## config.mk

```make
export PLATFORM = sky130hd
export DESIGN_NAME = div_unit_flat
export DESIGN_NICKNAME = d
export VERILOG_FILES = /design/src/rtl/div_unit_if.sv /design/src/rtl/div_unit.sv /design/src/flat_wrapper.sv
export SDC_FILE = /design/constraint.sdc
export NUM_CORES = 1
export LEC_CHECK = 0
export CORE_MARGIN = 2
export CORE_UTILIZATION = 26
export CTS_BUF_LIST = sky130_fd_sc_hd__clkbuf_4 sky130_fd_sc_hd__clkbuf_8
export CTS_CLUSTER_DIAMETER = 120
export DETAILED_ROUTE_END_ITERATION = 6
export GPL_TIMING_DRIVEN = 0
export PLACE_DENSITY_LB_ADDON = 0.12
export SLEW_MARGIN = 25
export SYNTH_ARGS = -nofsm -noshare
export SYNTH_HDL_FRONTEND = slang
export SYNTH_SLANG_ARGS = --single-unit
```

## constraint.sdc

```tcl
create_clock -name clk -period 5.65 [get_ports clk]
set_input_delay 1.13 -clock clk [delete_from_list [all_inputs] [get_ports clk]]
set_output_delay 1.13 -clock clk [all_outputs]
set_load 0.005 [all_outputs]
```

## src/rtl/div_unit_if.sv

```systemverilog
// Handshake bundle between the EX stage and the iterative divider.
// The pipeline side drives operands and start; the divider returns stall, busy and the result.
interface div_unit_if #(
    parameter int WIDTH = 32
);
    logic             start;
    logic [2:0]       funct3;
    logic [WIDTH-1:0] op_a;
    logic [WIDTH-1:0] op_b;
    logic             stall;
    logic             busy;
    logic [WIDTH-1:0] result;
    logic             result_valid;

    modport master (
        output start, funct3, op_a, op_b,
        input  stall, busy, result, result_valid
    );

    modport slave (
        input  start, funct3, op_a, op_b,
        output stall, busy, result, result_valid
    );
endinterface

```

## src/rtl/div_unit.sv

```systemverilog
// Iterative restoring divider for RV32M DIV/DIVU/REM/REMU, one quotient bit per cycle.
// Divide-by-zero and signed overflow bypass the iteration and finish in one cycle.
module div_unit #(
    parameter int WIDTH = 32
) (
    input  logic        clk,
    input  logic        rst,
    div_unit_if.slave   bus
);
    typedef enum logic [1:0] {
        IDLE = 2'd0,
        BUSY = 2'd1,
        DONE = 2'd2
    } state_t;

    localparam logic [WIDTH-1:0] ONE     = {{(WIDTH-1){1'b0}}, 1'b1};
    localparam logic [WIDTH-1:0] ZERO    = {WIDTH{1'b0}};
    localparam logic [WIDTH-1:0] ALL_ONE = {WIDTH{1'b1}};
    localparam logic [WIDTH-1:0] MIN_NEG = {1'b1, {(WIDTH-1){1'b0}}};

    function automatic logic [WIDTH-1:0] negate(input logic [WIDTH-1:0] v);
        return (~v) + ONE;
    endfunction

    state_t           state_r;
    logic [5:0]       count_r;
    logic [2:0]       funct3_r;
    logic [WIDTH-1:0] divisor_r;
    logic [WIDTH-1:0] quo_r;
    logic [WIDTH:0]   rem_r;
    logic [WIDTH-1:0] result_r;
    logic             q_neg_r;
    logic             r_neg_r;
    logic             busy_r;
    logic             valid_r;

    logic             is_signed_s;
    logic             div_zero_s;
    logic             overflow_s;
    logic [WIDTH-1:0] a_mag_s;
    logic [WIDTH-1:0] b_mag_s;
    logic [WIDTH-1:0] fast_result_s;
    logic [WIDTH:0]   rem_shift_s;
    logic             q_bit_s;
    logic [WIDTH:0]   rem_next_s;
    logic [WIDTH-1:0] quo_next_s;
    logic [WIDTH-1:0] final_result_s;
    logic             stall_s;
    logic [1:0]       spare_unused_s;

    // Rem_r's top bit is always clear after a subtraction; funct3 bit 2 is common to all four ops
    assign spare_unused_s = {rem_r[WIDTH], funct3_r[2]};

    // Decode the incoming operation: magnitudes, special cases and the fast-path answer
    always_comb begin
        is_signed_s   = ~bus.funct3[0];
        div_zero_s    = (bus.op_b == ZERO);
        overflow_s    = is_signed_s && (bus.op_a == MIN_NEG) && (bus.op_b == ALL_ONE);
        a_mag_s       = bus.op_a;
        b_mag_s       = bus.op_b;
        fast_result_s = ZERO;
        if (is_signed_s && bus.op_a[WIDTH-1]) begin
            a_mag_s = negate(bus.op_a);
        end else begin
            a_mag_s = bus.op_a;
        end
        if (is_signed_s && bus.op_b[WIDTH-1]) begin
            b_mag_s = negate(bus.op_b);
        end else begin
            b_mag_s = bus.op_b;
        end
        if (div_zero_s) begin
            fast_result_s = bus.funct3[1] ? bus.op_a : ALL_ONE;
        end else begin
            fast_result_s = bus.funct3[1] ? ZERO : MIN_NEG;
        end
    end

    // One restoring step: shift in the next dividend bit and subtract if it fits
    always_comb begin
        rem_shift_s    = {rem_r[WIDTH-1:0], quo_r[WIDTH-1]};
        q_bit_s        = (rem_shift_s >= {1'b0, divisor_r});
        rem_next_s     = rem_shift_s;
        quo_next_s     = {quo_r[WIDTH-2:0], q_bit_s};
        final_result_s = ZERO;
        if (q_bit_s) begin
            rem_next_s = rem_shift_s - {1'b0, divisor_r};
        end else begin
            rem_next_s = rem_shift_s;
        end
        if (funct3_r[1]) begin
            final_result_s = r_neg_r ? negate(rem_next_s[WIDTH-1:0]) : rem_next_s[WIDTH-1:0];
        end else begin
            final_result_s = q_neg_r ? negate(quo_next_s) : quo_next_s;
        end
    end

    // Freeze request: the accepting cycle plus every iteration, never while in reset
    assign stall_s = ~rst && (((state_r == IDLE) && bus.start) || (state_r == BUSY));

    assign bus.stall        = stall_s;
    assign bus.busy         = busy_r;
    assign bus.result       = result_r;
    assign bus.result_valid = valid_r;

    // Control FSM with datapath registers and registered status outputs
    always_ff @(posedge clk) begin
        if (rst) begin
            state_r   <= IDLE;
            count_r   <= 6'd0;
            funct3_r  <= 3'd0;
            divisor_r <= ZERO;
            quo_r     <= ZERO;
            rem_r     <= {(WIDTH+1){1'b0}};
            result_r  <= ZERO;
            q_neg_r   <= 1'b0;
            r_neg_r   <= 1'b0;
            busy_r    <= 1'b0;
            valid_r   <= 1'b0;
        end else begin
            case (state_r)
                IDLE: begin
                    valid_r <= 1'b0;
                    busy_r  <= 1'b0;
                    if (bus.start) begin
                        funct3_r  <= bus.funct3;
                        divisor_r <= b_mag_s;
                        quo_r     <= a_mag_s;
                        rem_r     <= {(WIDTH+1){1'b0}};
                        count_r   <= 6'd0;
                        q_neg_r   <= is_signed_s && (bus.op_a[WIDTH-1] ^ bus.op_b[WIDTH-1]);
                        r_neg_r   <= is_signed_s && bus.op_a[WIDTH-1];
                        if (div_zero_s || overflow_s) begin
                            result_r <= fast_result_s;
                            valid_r  <= 1'b1;
                            state_r  <= DONE;
                        end else begin
                            busy_r  <= 1'b1;
                            state_r <= BUSY;
                        end
                    end else begin
                        state_r <= IDLE;
                    end
                end
                BUSY: begin
                    rem_r <= rem_next_s;
                    quo_r <= quo_next_s;
                    if (count_r == 6'(WIDTH - 1)) begin
                        result_r <= final_result_s;
                        count_r  <= 6'd0;
                        busy_r   <= 1'b0;
                        valid_r  <= 1'b1;
                        state_r  <= DONE;
                    end else begin
                        count_r <= count_r + 6'd1;
                        state_r <= BUSY;
                    end
                end
                DONE: begin
                    valid_r <= 1'b0;
                    busy_r  <= 1'b0;
                    state_r <= IDLE;
                end
                default: begin
                    valid_r <= 1'b0;
                    busy_r  <= 1'b0;
                    count_r <= 6'd0;
                    state_r <= IDLE;
                end
            endcase
        end
    end
endmodule

```

## src/flat_wrapper.sv

```systemverilog
// flat-port wrapper written by rule: the top's interface ports become plain ports
module div_unit_flat 
#(
    parameter int WIDTH = 32
)
  (clk, rst, bus_start, bus_funct3, bus_op_a, bus_op_b, bus_stall, bus_busy, bus_result, bus_result_valid);
  div_unit_if #(.WIDTH(WIDTH)) bus_i ();
  input  logic clk;
  input  logic rst;
  input wire logic [$bits(bus_i.start)-1:0] bus_start;
  input wire logic [$bits(bus_i.funct3)-1:0] bus_funct3;
  input wire logic [$bits(bus_i.op_a)-1:0] bus_op_a;
  input wire logic [$bits(bus_i.op_b)-1:0] bus_op_b;
  output wire logic [$bits(bus_i.stall)-1:0] bus_stall;
  output wire logic [$bits(bus_i.busy)-1:0] bus_busy;
  output wire logic [$bits(bus_i.result)-1:0] bus_result;
  output wire logic [$bits(bus_i.result_valid)-1:0] bus_result_valid;
  assign bus_i.start = bus_start;
  assign bus_i.funct3 = bus_funct3;
  assign bus_i.op_a = bus_op_a;
  assign bus_i.op_b = bus_op_b;
  assign bus_stall = bus_i.stall;
  assign bus_busy = bus_i.busy;
  assign bus_result = bus_i.result;
  assign bus_result_valid = bus_i.result_valid;
  div_unit #(.WIDTH(WIDTH)) u_core (.clk(clk), .rst(rst), .bus(bus_i));
endmodule
```

==> results.sh <==
export IMPL_fillers=4676
export IMPL_antenna_found_initial=1
export IMPL_rsz0062_at_grt="no"
export IMPL_setup_tns_ns=0
export IMPL_crit_path_top_delay_cell="a211oi_4"
export IMPL_preCtsSetupSlack_ns=-1.392
export IMPL_dp_cells=2220
export IMPL_synth_edff_count=0
export IMPL_yosys_top_cells_area="dfxtp_1 25%, nor2_1 6.8%, xor2_1 5.5%, nand2_1 4.8%, xnor2_1 4.5%"
export IMPL_fin_util_pct=31.53
export IMPL_async_flop_share_pct=0
export IMPL_instances_no_fill=2249
export IMPL_setup_viol=0
export IMPL_final_hold_viol_count=0
export IMPL_hold_path_class="reg2reg"
export IMPL_cts_buffer_depth=2
export IMPL_min_period_over_period_pct=97.22
export IMPL_clock_sinks=141
export IMPL_drc=11
export IMPL_dieWidth_um=213.0
export IMPL_numCtsBuffers=17
export IMPL_initial_utilization_pct=26.37
export IMPL_die_h_um=213.0
export IMPL_crit_fanout=10
export IMPL_skew_ns=0.03100
export IMPL_maxCapViolCount=0
export IMPL_cts_root_buf="clkbuf_8"
export IMPL_path_class="in2reg"
export IMPL_portBuffers=103
export IMPL_fin_nets=1759
export IMPL_relSlewSlack_pct=30.92
export IMPL_syn_to_final_growth_pct=19.56
export IMPL_r2r_setup_slack_ns=0.30
export IMPL_hold_start="u_core.bus.result[7]"
export IMPL_busiest_layer="met2"
export IMPL_power_density_mw_per_mm2=238.2
export IMPL_drt_wirelength_per_cell_um=21.61
export IMPL_drt_first_iter_violations=1076
export IMPL_total_leakage_power_nw=4.977
export IMPL_dp_hpwl_mm=39.43
export IMPL_r2r_cells=21
export IMPL_path_clk_slew_ns=0.08
export IMPL_synth_area_leader_cell="dfxtp_1"
export IMPL_cts_max_level=4
export IMPL_p_total_mw=3.235
export IMPL_worstSetupStartpointType="input port"
export IMPL_max_stage_delay_ns=0.80
export IMPL_min_path_cells=2
export IMPL_cp_data_required_time_ns=6.08
export IMPL_finalMaxSlewViolations=0
export IMPL_syn_area_mm2=0.01136
export IMPL_cts_tree="done"
export IMPL_rows=76
export IMPL_grt_pass1_wl_mm=71.79
export IMPL_synthDominantCellAreaShare_pct=24.85
export IMPL_synth_cells=1532
export IMPL_grt_overflow_total=0
export IMPL_use_met3_pct=4.015
export IMPL_synth_avg_cell_area_um2=7.414
export IMPL_hold_buffers=0
export IMPL_grt_max_degree=20
export IMPL_use_met2_pct=32.57
export IMPL_crit_chain="clkdlybuf4s50_1, inv_1, ha_1, or3b_2, or4_4, buf_6, or4_4, buf_6, nor3_4, nand2_2, a211oi_4, clkbuf_2, o221ai_1, nand2_1"
export IMPL_arrival_ns=5.92
export IMPL_r2r_start="u_core.divisor_r[26]"
export IMPL_cp_top_family="simple AND/OR/NAND/NOR gates"
export IMPL_ys_flop_type="dfxtp_1"
export IMPL_ys_types=90
export IMPL_clk_latency_ns=0.51
export IMPL_ant_nets=0
export IMPL_seq_area_mm2=0.002824
export IMPL_routed_wl_mm=48.59
export IMPL_worst_slew_pin_slew_ns=1.036
export IMPL_endpoint_kind="register"
export IMPL_ioPinCount=105
export IMPL_r2r_end="u_core.bus.result[24]"
export IMPL_cp_num_buf_inv=5
export IMPL_vias=12101
export IMPL_period_minus_slack_ns=5.493
export IMPL_core_area_mm2=0.04308
export IMPL_routabilityCongestion=0.9019
export IMPL_setup_ws_ns=0.1571
export IMPL_violations="design-rule violations"
export IMPL_ys_ff_latch=141
export IMPL_post_route_cells_drive_above_1_share_pct=6.194
export IMPL_grt_pass1_vias=11366
export IMPL_ys_seq_area_share_pct=24.85
export IMPL_fmax_ghz=0.1821
export IMPL_yosysWarnings=0
export IMPL_multiInputGateArea_mm2=0.007924
export IMPL_synth_fp_nets=1641
export IMPL_globalRouteMet1Util_pct=30.65
export IMPL_hold_end="u_core.bus.result[7]"
export IMPL_via_per_inst=5.381
export IMPL_status="finished, violations left"
export IMPL_ir_drop_mv=0.1686
export IMPL_gr_usage_all_layers_pct=21.35
export IMPL_dr_pass1_iters=7
export IMPL_dieArea_mm2=0.04537
==> logic make-up after synthesis <==
logic type      count (synthesis)  synth area share, %
flops                         141                24.85
buf+inv                       159                6.025
fa+ha+maj                      39                4.362
mux                            24                2.148
simple gates                  576                24.49
xor+xnor                      129                9.947
compound gates                464                28.18
==> final cells by class <==
class                           count  area share (%)
Antenna cell                        1         0.01843
Buffer                             96           3.381
Clock buffer                       19           1.879
Clock inverter                     13          0.8568
Inverter                           55           1.520
Multi-Input combinational cell   1232           58.35
Sequential cell                   141           20.79
Tap cell                          585           5.390
Timing Repair Buffer              107           7.813
==> per-stage QoR <==
| step | hold WS (ns) | area, µm² |
|---|---|---|
| final | 0.4368 | 13580 |
| after CTS | 0.4418 | 13550 |
| after global routing | 0.4570 | 13580 |
| after floorplan | 0.4319 | 11360 |
| after detailed placement | 0.4300 | 13120 |
| after global placement | 0.4331 | 13120 |
==> power breakdown <==
| part | switching (mW) | leakage [nW] | internal (mW) |
|---|---|---|---|
| clock | 0.473 | 0.186 | 0.365 |
| combinational | 0.826 | 3.64 | 0.477 |
| sequential | 0.0514 | 1.15 | 1.04 |
==> flip-flops by register name (all words and copies together), names as in the netlist <==
register / flops
u_core.quo_r: 32
u_core.bus.result_valid: 1
u_core.funct3_r: 1
u_core.state_r: 2
u_core.r_neg_r: 1
u_core.bus.result: 32
u_core.divisor_r: 32
u_core.count_r: 6
u_core.bus.busy: 1
u_core.q_neg_r: 1
u_core.rem_r: 32
==> worst max path at each step <==
stage                     depth (start not counted)               endpoint                  from
final                                            14   u_core.bus.result[7]           bus_op_b[0]
after global routing                             22  u_core.bus.result[24]  u_core.divisor_r[13]
after CTS                                        21  u_core.bus.result[24]       u_core.rem_r[9]
after detailed placement                         20  u_core.bus.result[28]       u_core.rem_r[9]
after global placement                           20  u_core.bus.result[28]       u_core.rem_r[9]
after floorplan                                  22  u_core.bus.result[28]  u_core.divisor_r[28]
==> layer usage <==
layer / share of wire, % / vias to the layer above
li1: - / 5873
met1: 49 / 5794
met2: 43 / 395
met3: 6.4 / 39
met4: 1.6 / 0
met5: 0 / -
==> cells in the final DEF (no fill, tap or decap), drive strengths merged, types with 5 or more instances in the layout <==
cell	n
dfxtp	141
or2	9
ha	38
buf	18
and2	9
xnor2	58
a22oi	23
clkbuf	100
xor2	71
o221ai	10
o21a	11
clkinv	8
a211oi	48
and3	13
nor3	42
or4	14
mux2i	21
a311oi	5
nor2b	11
o211ai	15
a222oi	31
o41ai	14
nor3b	5
a31oi	12
o21bai	6
a21oi	99
o31ai	26
a21o	10
or3	21
clkdlybuf4s50	103
nor4	16
nand2b	13
nand4	24
a21boi	8
inv	56
o21ai	100
nand3	21
nand2	145
and4	6
nor2	206
==> cell usage after synthesis, types with 11 or more instances <==
| library cell | n |
|---|---|
| inv_1 | 54 |
| a21oi_1 | 99 |
| nor4_1 | 16 |
| nand3_1 | 21 |
| a31oi_1 | 12 |
| clkbuf_1 | 81 |
| o211ai_1 | 15 |
| mux2i_1 | 21 |
| o21ai_0 | 91 |
| a222oi_1 | 31 |
| xor2_1 | 71 |
| dfxtp_1 | 141 |
| nand2b_1 | 13 |
| o31ai_1 | 26 |
| or3_1 | 18 |
| nand2_1 | 144 |
| and3_1 | 13 |
| nor2b_1 | 11 |
| ha_1 | 38 |
| o41ai_1 | 14 |
| nand4_1 | 24 |
| xnor2_1 | 58 |
| nor2_1 | 206 |
| a211oi_1 | 47 |
| o21a_1 | 11 |
| a22oi_1 | 23 |
| nor3_1 | 40 |
==> repair_timing <==
item / in CTS / in global routing
gates resized for setup: 12 / 9
endpoints found under the setup margin: 17 / 8
setup buffers: 3 / 1
pin swaps: 2 / 0
endpoints found under the hold margin: 0 / 0
==> worst register-to-register path, delay by kind of cell, from the launching register on <==
kind,cells,cell delay [ns]
simple gates,3,0.48
compound gates,11,2.83
buf+inv,5,1.05
flops,1,0.32
fa+ha+maj,2,0.61
Note: power is estimated with default switching activity, not from simulation.
==> RTL edit: new RTL, config.mk and constraints unchanged <==
The 3 states of `state_t` get a one-hot encoding in 3 bits.
--- a/src/rtl/div_unit.sv
+++ b/src/rtl/div_unit.sv
@@ -7,10 +7,10 @@
     input  logic        rst,
     div_unit_if.slave   bus
 );
-    typedef enum logic [1:0] {
-        IDLE = 2'd0,
-        BUSY = 2'd1,
-        DONE = 2'd2
+    typedef enum logic [2:0] {
+        IDLE = 3'b001,
+        BUSY = 3'b010,
+        DONE = 3'b100
     } state_t;
 
     localparam logic [WIDTH-1:0] ONE     = {{(WIDTH-1){1'b0}}, 1'b1};
Formal check against the unedited RTL: no difference found for any inputs over 10 cycles, from zero or initial values and one cycle with rst high; not proved beyond that.
==> RTL edit against the unedited design <==
Utilization fell by 0.19 points; worst setup slack better by 0.16 ns; highest routed layer unchanged; area after synthesis fell by 0.88%; largest power group is now sequential cells; sequential cell count up 1; combinational power decreased by 36%; first-iteration DRC count down 8.7%; critical path depth is 4 higher; critical path type is now reg -> reg; power fell by 14%; fmax is 3.0% higher; routed wire length up 1.3%; sequential share of layout area rose by 0.36 points; synthesized cell count grew 0.39%; final area decreased by 1.0%.
==> RTL edit: results (changes against the unedited design) <==
stage	metric	value	unit	change
route	vias_per_cell	5.27		-2.0%
clocking	cts_resized	1		-11
global_route	grt_antenna_before_repair	0		-1
worst_setup_path	crit_path_max_fanout	10		unchanged
power_and_ir_drop	vdd_drop_max	0.000159	V	-5.8%
logic_synthesis	ys_top_cells_by_count	nor2_1, nand2_1, dfxtp_1, a21oi_1, o21ai_0		
place	placedCellCount	2227		+0.32%
finish	antennaDiodeCount	0		-1
route	wire_per_inst	21.8	um	+0.92%
power_and_ir_drop	leakage	4.75	nW	-4.7%
outcome	status	finished clean		
route	vias	11900		-1.6%
clocking	postCtsSetupRepairBufs	0		-3
global_route	grt_max_degree	17		-15%
place	dp.final_hpwl	39900	um	+1.2%
worst_setup_path	cp_top_family	simple AND/OR/NAND/NOR gates		
finish	fin_nets	1769		+0.57%
clocking	htreeDepth	4		unchanged
clocking	clockBufferDepth	2		unchanged
logic_synthesis	avgSynthCellArea	7.32	um^2	-1.3%
worst_setup_path	worst-setup-path-type	reg -> reg		
logic_synthesis	synth_cell_types	93		+3.3%
worst_setup_path	arrival	5.72	ns	-0.20 ns
timing	max_slew_margin	36.4	%	+5.5 points
worst_setup_path	r2r_cells	18		-14%
place	post_dp_cell_area	13000	um^2	-0.68%
route	drc_errors	0		-11
finish	drive_above_1_share	6.28	%	+0.086 points
worst_setup_path	cp_slowest_cell	o41ai_1		
global_route	grt_pass1_wl	73200	um	+1.9%
place	io_buffers	103		unchanged
route	drtIter0Drc	982		-8.7%
place	place_congestion	0.886		-1.7%
logic_synthesis	yosysSeqAreaShare	25.3	%	+0.40 points
global_route	grt_usage	21.9	%	+0.54 points
timing	finalClockSkew	0.0223	ns	-0.00873 ns
worst_setup_path	critPathMaxStageDelay	0.46	ns	-0.34 ns
logic_synthesis	yosys-top-cells-area	dfxtp_1, nor2_1, a21oi_1		
logic_synthesis	async_flop_share	0	%	unchanged
logic_synthesis	syn-num-nets	1647		+0.37%
-- RTL edit: cell types whose count changed after synthesis, sizes merged, moves of 17 or more --
cell,change
a222oi,-31
nor2,-21
clkbuf,-17
a22oi,+27
a21oi,+38
-- RTL edit: stage by stage --
stage               setup TNS [ns]  worst slack (ns)  util, %
finish                           0             0.316     31.3
global route                     0            0.0398     31.3
CTS                              0            0.0102     31.3
detailed placement          -12.40            -0.532     30.4
global placement            -12.14            -0.527     30.4
floorplan                        0              1.50        -
-- RTL edit: metal layers --
metal / track usage [%] / wire [um]
met1: 30.4 / 23300
met5: 0 / 0
met2: 35.2 / 22300
met3: 3.99 / 2890
met4: 4.74 / 748
-- RTL edit: cell families after synthesis --
kind of cell,after synthesis,share of synthesized area [%]
and+or+nand+nor,527,22.2
AOI/OAI and AO/OA,490,28.5
buffers and inverters,170,5.95
DFF,142,25.3
xor gates and xnor gates,134,10.4
adders and majority gates,39,4.40
muxes,36,3.33
-- RTL edit: worst paths after layout --
kind | from | endpoint | slack (ns)
setup reg to reg | u_core.divisor_r[7] | u_core.bus.result[30] | 0.32
hold / removal | u_core.divisor_r[31] | u_core.divisor_r[31] | 0.47
setup / recovery | u_core.divisor_r[7] | u_core.bus.result[30] | 0.32
hold reg to reg | u_core.divisor_r[31] | u_core.divisor_r[31] | 0.47
-- RTL edit: report_power, final --
group          switching [mW]  internal [mW]
clock                   0.454          0.407
combinational           0.543          0.292
sequential             0.0506           1.05
total                    1.05           1.75
-- RTL edit: cell type report --
| cell class | instances | area, um^2 |
|---|---|---|
| timing repair buffer | 104 | 1040 |
| multi-input combinational | 1226 | 7780 |
| tap | 585 | 732 |
| buffer | 98 | 402 |
| clock buffer | 19 | 262 |
| sequential | 142 | 2840 |
| inverter | 71 | 267 |
| fill | 4771 | 29400 |
| clock inverter | 12 | 120 |
